`src/rtl/dmem_xlate_issue.sv`:
```
// Data-side VA->PA translation and SRAM-like request issue between EX and MEM.
// Tracks accepted-but-unanswered requests and swallows responses orphaned by a flush.
module dmem_xlate_issue #(
  parameter int NUM_DMW   = 2,
  parameter int MAX_OUTST = 4
) (
  input  logic                   clk,
  input  logic                   resetn,
  input  logic                   flush,
  input  logic                   in_valid,
  output logic                   in_ready,
  input  logic [31:0]            in_va,
  input  logic                   in_wr,
  input  logic [1:0]             in_size,
  input  logic [31:0]            in_wdata,
  input  logic [6:0]             in_exc,
  output logic                   out_valid,
  input  logic                   out_ready,
  output logic [6:0]             out_exc,
  output logic                   out_issued,
  output logic [19:0]            tlb_va_hi,
  input  logic [30:0]            tlb_res,
  input  logic                   crmd_pg,
  input  logic [1:0]             crmd_plv,
  input  logic [7*NUM_DMW-1:0]   dmw_cfg,
  output logic                   data_req,
  output logic                   data_wr,
  output logic [1:0]             data_size,
  output logic [3:0]             data_wstrb,
  output logic [31:0]            data_addr,
  output logic [31:0]            data_wdata,
  input  logic                   data_addr_ok,
  input  logic                   data_data_ok,
  output logic                   mem_data_ok
);

  localparam int CW = $clog2(MAX_OUTST + 1);
  localparam logic [CW-1:0] MAX_CNT = CW'(MAX_OUTST);

  localparam logic [5:0] ECODE_ALE  = 6'h09;
  localparam logic [5:0] ECODE_TLBR = 6'h3F;
  localparam logic [5:0] ECODE_PIL  = 6'h01;
  localparam logic [5:0] ECODE_PIS  = 6'h02;
  localparam logic [5:0] ECODE_PPI  = 6'h07;
  localparam logic [5:0] ECODE_PME  = 6'h04;

  // Handshakes: a transfer happens on the cycle valid&ready (or req&addr_ok) is high;
  // the producer keeps valid/req and all payload fields stable until then.
  typedef enum logic [2:0] {
    S_IDLE  = 3'd0,
    S_XLATE = 3'd1,
    S_ISSUE = 3'd2,
    S_OUT   = 3'd3,
    S_DRAIN = 3'd4
  } state_t;

  state_t state_q, state_d;

  logic [31:0]   va_q, wdata_q, pa_q, bus_wdata_q;
  logic          wr_q, issued_q;
  logic [1:0]    size_q;
  logic [6:0]    exc_q;
  logic [3:0]    wstrb_q;
  logic [CW-1:0] outst_q, outst_d, disc_q, disc_d;

  logic accept, inc, dec, flush_hit, disc_nz;

  // TLB result fields
  logic       tlb_found, tlb_v, tlb_d;
  logic [1:0] tlb_plv;
  logic [5:0] tlb_ps;
  logic [19:0] tlb_ppn;

  assign {tlb_found, tlb_v, tlb_d, tlb_plv, tlb_ps, tlb_ppn} = tlb_res;
  assign tlb_va_hi = va_q[31:12];

  // Direct-map window match; iterating downward lets the lowest index win.
  logic       dmw_hit;
  logic [2:0] dmw_pseg;

  always_comb begin
    dmw_hit  = 1'b0;
    dmw_pseg = 3'd0;
    for (int i = NUM_DMW - 1; i >= 0; i--) begin
      if (dmw_cfg[7*i+6] && (dmw_cfg[7*i+3 +: 3] == va_q[31:29])) begin
        dmw_hit  = 1'b1;
        dmw_pseg = dmw_cfg[7*i +: 3];
      end
    end
  end

  logic [31:0] xl_pa, xl_wdata;
  logic [6:0]  xl_exc;
  logic [3:0]  xl_wstrb;
  logic        ale, tlb_chk;

  always_comb begin
    xl_pa = va_q;
    if (crmd_pg) begin
      if (dmw_hit)              xl_pa = {dmw_pseg, va_q[28:0]};
      else if (tlb_ps == 6'd21) xl_pa = {tlb_ppn[19:9], va_q[20:0]};
      else                      xl_pa = {tlb_ppn, va_q[11:0]};
    end

    ale     = ((size_q == 2'd1) && va_q[0]) || ((size_q == 2'd2) && (va_q[1:0] != 2'b00));
    tlb_chk = crmd_pg && !dmw_hit;

    xl_exc = exc_q;
    if (!exc_q[6]) begin
      if (ale)                               xl_exc = {1'b1, ECODE_ALE};
      else if (tlb_chk && !tlb_found)        xl_exc = {1'b1, ECODE_TLBR};
      else if (tlb_chk && !tlb_v)            xl_exc = {1'b1, wr_q ? ECODE_PIS : ECODE_PIL};
      else if (tlb_chk && (tlb_plv < crmd_plv)) xl_exc = {1'b1, ECODE_PPI};
      else if (tlb_chk && wr_q && !tlb_d)    xl_exc = {1'b1, ECODE_PME};
    end

    case (size_q)
      2'd0: begin
        xl_wstrb = 4'b0001 << xl_pa[1:0];
        xl_wdata = {4{wdata_q[7:0]}};
      end
      2'd1: begin
        xl_wstrb = xl_pa[1] ? 4'b1100 : 4'b0011;
        xl_wdata = {2{wdata_q[15:0]}};
      end
      default: begin
        xl_wstrb = 4'b1111;
        xl_wdata = wdata_q;
      end
    endcase
  end

  assign in_ready  = ((state_q == S_IDLE) || ((state_q == S_OUT) && out_ready)) &&
                     (outst_q < MAX_CNT) && !flush;
  assign accept    = in_valid && in_ready;
  assign data_req  = (state_q == S_ISSUE) || (state_q == S_DRAIN);
  assign out_valid = (state_q == S_OUT);

  assign data_wr    = wr_q;
  assign data_size  = size_q;
  assign data_addr  = pa_q;
  assign data_wstrb = wstrb_q;
  assign data_wdata = bus_wdata_q;
  assign out_exc    = exc_q;
  assign out_issued = issued_q;

  always_comb begin
    state_d = state_q;
    case (state_q)
      S_IDLE:  if (accept) state_d = S_XLATE;
      S_XLATE: begin
        if (flush)          state_d = S_IDLE;
        else if (xl_exc[6]) state_d = S_OUT;
        else                state_d = S_ISSUE;
      end
      // A request already on the bus cannot be retracted, so a flush waits it out.
      S_ISSUE: begin
        if (flush)             state_d = data_addr_ok ? S_IDLE : S_DRAIN;
        else if (data_addr_ok) state_d = S_OUT;
      end
      S_OUT: begin
        if (flush)          state_d = S_IDLE;
        else if (out_ready) state_d = accept ? S_XLATE : S_IDLE;
      end
      S_DRAIN: if (data_addr_ok) state_d = S_IDLE;
      default: state_d = S_IDLE;
    endcase
  end

  // Every outstanding response at flush time becomes a discard, including the
  // drained request; the flush-cycle data_ok is dropped rather than counted.
  assign inc       = data_req && data_addr_ok;
  assign dec       = data_data_ok;
  assign flush_hit = flush && (state_q != S_DRAIN);
  assign disc_nz   = (disc_q != '0);
  assign mem_data_ok = dec && !disc_nz && !flush_hit;

  always_comb begin
    outst_d = outst_q + CW'(inc) - CW'(dec);
    disc_d  = disc_q + CW'(inc && (state_q == S_DRAIN)) - CW'(dec && disc_nz);
    if (flush_hit) disc_d = outst_d;
  end

  always_ff @(posedge clk) begin
    if (!resetn) begin
      state_q     <= S_IDLE;
      outst_q     <= '0;
      disc_q      <= '0;
      va_q        <= '0;
      wr_q        <= 1'b0;
      size_q      <= 2'd0;
      wdata_q     <= '0;
      exc_q       <= '0;
      pa_q        <= '0;
      wstrb_q     <= '0;
      bus_wdata_q <= '0;
      issued_q    <= 1'b0;
    end else begin
      state_q <= state_d;
      outst_q <= outst_d;
      disc_q  <= disc_d;
      if (accept) begin
        va_q    <= in_va;
        wr_q    <= in_wr;
        size_q  <= in_size;
        wdata_q <= in_wdata;
        exc_q   <= in_exc;
      end else if (state_q == S_XLATE) begin
        pa_q        <= xl_pa;
        exc_q       <= xl_exc;
        wstrb_q     <= xl_wstrb;
        bus_wdata_q <= xl_wdata;
        issued_q    <= 1'b0;
      end else if ((state_q == S_ISSUE) && data_addr_ok && !flush) begin
        issued_q <= 1'b1;
      end
    end
  end

  always_ff @(posedge clk) begin
    if (resetn) assert (!(data_data_ok && (outst_q == '0)));
  end

endmodule
```
`config.mk`:
```
export PLATFORM = sky130hd
export DESIGN_NAME = dmem_xlate_issue
export DESIGN_NICKNAME = d
export VERILOG_FILES = /design/src/rtl/dmem_xlate_issue.sv
export SDC_FILE = /design/constraint.sdc
export NUM_CORES = 1
export LEC_CHECK = 0
export ABC_AREA = 1
export CORE_ASPECT_RATIO = 1.25
export CORE_MARGIN = 2
export CORE_UTILIZATION = 45
export CTS_CLUSTER_DIAMETER = 80
export DETAILED_ROUTE_END_ITERATION = 7
export PLACE_DENSITY_LB_ADDON = 0.08
export SYNTH_ARGS = -nofsm -noshare
export SYNTH_HDL_FRONTEND = slang
export SYNTH_SLANG_ARGS = --single-unit
```
`constraint.sdc`:
```
create_clock -name clk -period 2.15 [get_ports clk]
set_input_delay 0.215 -clock clk [delete_from_list [all_inputs] [get_ports clk]]
set_output_delay 0.215 -clock clk [all_outputs]
set_load 0.03 [all_outputs]
```
==> flow_metrics.py <==
metrics = {
    "synthesis": {
        "synth_cell_types": 40,
        "syn_area_per_cell_um2": 7.39,
        "ys_seq_area_share_pct": 46.1,
        "synthesis.area_um2": 6610,
        "yosysWarnings": 0,
        "syn_nets": 1030,
        "ys_ff_latch": 152,
        "syn-instance-count": 894,
    },
    "floorplan": {
        "die-area_um2": 15700,
        "start_util_pct": 46.1,
        "die_y_um": 139,
        "die_width_um": 112,
        "rows": 49,
        "core_region_area_um2": 14300,
        "top_level_ports": 232,
    },
    "setup_path": {
        "cp_data_arrival_time_ps": 2430,
        "worstSetupPathType": "flop to flop",
        "timing.rr.start": "state_q[1]",
        "cp_cell_sequence": "inv_4 > nor3_4 > nor2_2 > inv_2 > nand2_2 > ha_4 > inv_2 > ha_4 > inv_2 > fa_2 > nor2_4 > a21oi_2 > a21oi_1",
        "cp_slowest_cell": "fa_2",
        "cp_common_cell": "inv_2",
        "crit_fanout": 5,
        "max_stage_delay_ps": 550,
        "crit_required_ps": 2470,
        "ff2ff_setup_slack_ps": 40,
        "cp-startpoint": "state_q[1]",
        "cp-end-kind": "flop",
        "timing.critical_path.from_type": "flop",
    },
    "cells_and_area": {
        "fin_nets": 1232,
        "layout_common_cells": "254 x nand2_1, 228 x clkdlybuf4s50_1, 148 x dfxtp_1",
        "layout_commonest_cell": "nand2_1",
        "syn_to_final_growth_pct": 46.4,
        "final_layout_size_suffix_gt1_share_pct": 9.74,
        "instances_no_fill": 1288,
        "fin_area_um2": 9670,
    },
    "sta": {
        "hold_ws_ps": 186,
        "fmax_ghz": 0.474,
        "fin_crit_ps": 2110,
        "setup_ws_ps": 39.4,
        "final_max_slew_viol_count": 0,
        "slew-limit-headroom_pct": 53.5,
        "tightest_slew_ps": 698,
        "fin_skew_ps": 10.9,
        "rsz0062_at_grt": "true",
        "period_share_pct": 98.2,
        "finalHoldViolCount": 0,
        "setup_viol": 0,
    },
    "pwr": {
        "p_int_uw": 5910,
        "power_uw": 9000,
        "power_frac_clock_pct": 32.5,
        "p_per_area_nw_per_um2": 931,
        "p_sw_uw": 3090,
        "power.leakage_uw": 0.00368,
        "switching_share_pct": 34.3,
        "seq_power_share_pct": 38.0,
        "ir_drop_mv": 0.605,
        "pwr-share-comb_pct": 29.4,
    },
    "worst_hold_path": {
        "min_from": "resetn",
        "hold_path.class": "input pin to flop",
    },
    "grt": {
        "grt_max_degree": 73,
        "grt_pass1_wl_mm": 30.7,
        "grt.total_usage_pct": 24.6,
        "antenna_found_initial": 1,
        "grt-ovfl-total": 0,
        "grt_pass1_vias": 5999,
    },
    "clocking": {
        "cts.sinks": 152,
        "clk_path_buf_depth": 2,
        "cts-root-buf": "clkbuf_16",
        "cts_buffers": 17,
        "worstSkewPairLatency_ps": 420,
        "htreeDepth": 4,
        "clkTransAtPathRegs_ps": 70,
        "cts_tree": "yes",
        "cts_hold_buf": 0,
    },
    "route": {
        "drc_errors": 0,
        "num_vias": 6529,
        "routed_wl_mm": 19.7,
        "drt_first_pass_iters": 5,
        "routed_via_density": 5.07,
        "wire_per_inst_um": 15.3,
        "dr.first_iter.drc_count": 456,
        "final_antenna_net_count": 0,
    },
    "run": {
        "cap_viol_max_count": 0,
    },
    "status": {
        "status": "finished, final reports clean",
    },
    "place": {
        "dp.cells": 1252,
        "hpwl_mm": 14.2,
        "placed_area_um2": 8980,
        "place_ws_ps": -42.1,
        "io_buffer_count": 231,
        "routabilityCongestion": 0.886,
    },
}
==> per-layer routing <==
metal,part of all wire (%),wire length (µm),GRT usage (%),vias to the layer above
met4,2.0,392,8.73,0
li1,-,-,-,3316
met2,50,9890,41.9,218
met5,0,0,0,-
met1,42,8280,30.1,2969
met3,5.9,1160,6.05,26
==> power by group through the flow <==
stage	clock network, µW	registers [µW]	logic [µW]
2_1_floorplan	0	3790	1250
3_5_place_dp	0	3470	2630
6_report	2930	3420	2650
4_1_cts	2970	3420	2640
3_3_place_gp	0	3460	2610
5_1_grt	3100	3470	2870
==> through the flow <==
step	TNS, ps	utilization, %
after floorplan	0	-
after global routing	-56.5	67.4
after CTS	0	66.8
final	0	67.4
after detailed placement	-54.9	62.6
after global placement	-18.9	62.6
==> path summary, 6_finish.rpt <==
| kind | endpoint | cells after the start |
|---|---|---|
| max | disc_q[1] | 13 |
| min | out_exc[3] | 3 |
| max reg2reg | disc_q[1] | 13 |
| min reg2reg | data_addr[10] | 2 |
==> logic make-up after synthesis <==
family	share of synthesized area, %
AO/OA/AOI/OAI	19.1
flip-flops	46.1
buffers and inverters	9.73
AND/OR/NAND/NOR	23.0
adder cells (fa/ha/maj)	1.55
XOR/XNOR	0.530
==> cell usage after synthesis, drive strengths merged <==
master	n	area, µm²
o22ai	2	12.5
nand2	268	1050
nor3	6	30.0
dfxtp	152	3040
a21boi	1	7.51
a21oi	129	657
o21a	1	7.51
nor2	48	220
buf	45	280
xor2	1	8.76
fa	2	40.0
inv	70	265
nor4b	1	8.76
a41oi	5	43.8
a22oi	1	7.51
clkbuf	25	93.8
a221oi	2	17.5
o221ai	1	8.76
clkinv	1	3.75
ha	5	62.6
a31oi	16	100
o2111ai	1	8.76
xnor2	3	26.3
o21ai	59	303
o211ai	12	90.1
nand3	35	200
nand4	2	12.5
==> sequential cells by signal, indices dropped and copies added (netlist names) <==
name and cells:
out_exc 7, data_size 2, data_addr 32, data_wstrb 4
data_wdata 32, data_wr 1, va_q 32, disc_q 3
wdata_q 32, out_issued 1, outst_q 3, state_q 3
==> critical path, delay by kind of cell (launching register included) <==
| family | cells | cell delay (ps) |
|---|---|---|
| adder cells (fa/ha/maj) | 3 | 910 |
| flip-flops | 1 | 390 |
| AND/OR/NAND/NOR | 4 | 360 |
| buffers and inverters | 4 | 200 |
| AO/OA/AOI/OAI | 2 | 150 |
==> area by class of cell <==
cell class / instances / area [µm²]
Antenna cell: 1 / 2.50
Clock buffer: 17 / 425
Clock inverter: 15 / 156
Fill cell: 1263 / 4670
Inverter: 71 / 272
Multi-Input combinational cell: 601 / 2990
Sequential cell: 152 / 3050
Tap cell: 178 / 223
Timing Repair Buffer: 253 / 2550
==> timing repair <==
action                                  in CTS  in global routing
cloned                                       0                  0
pin swaps                                    1                  6
setup buffers                                0                  3
endpoints found under the setup margin       5                  7
resized for setup                            6                 23
(Power assumes the default switching activity.)
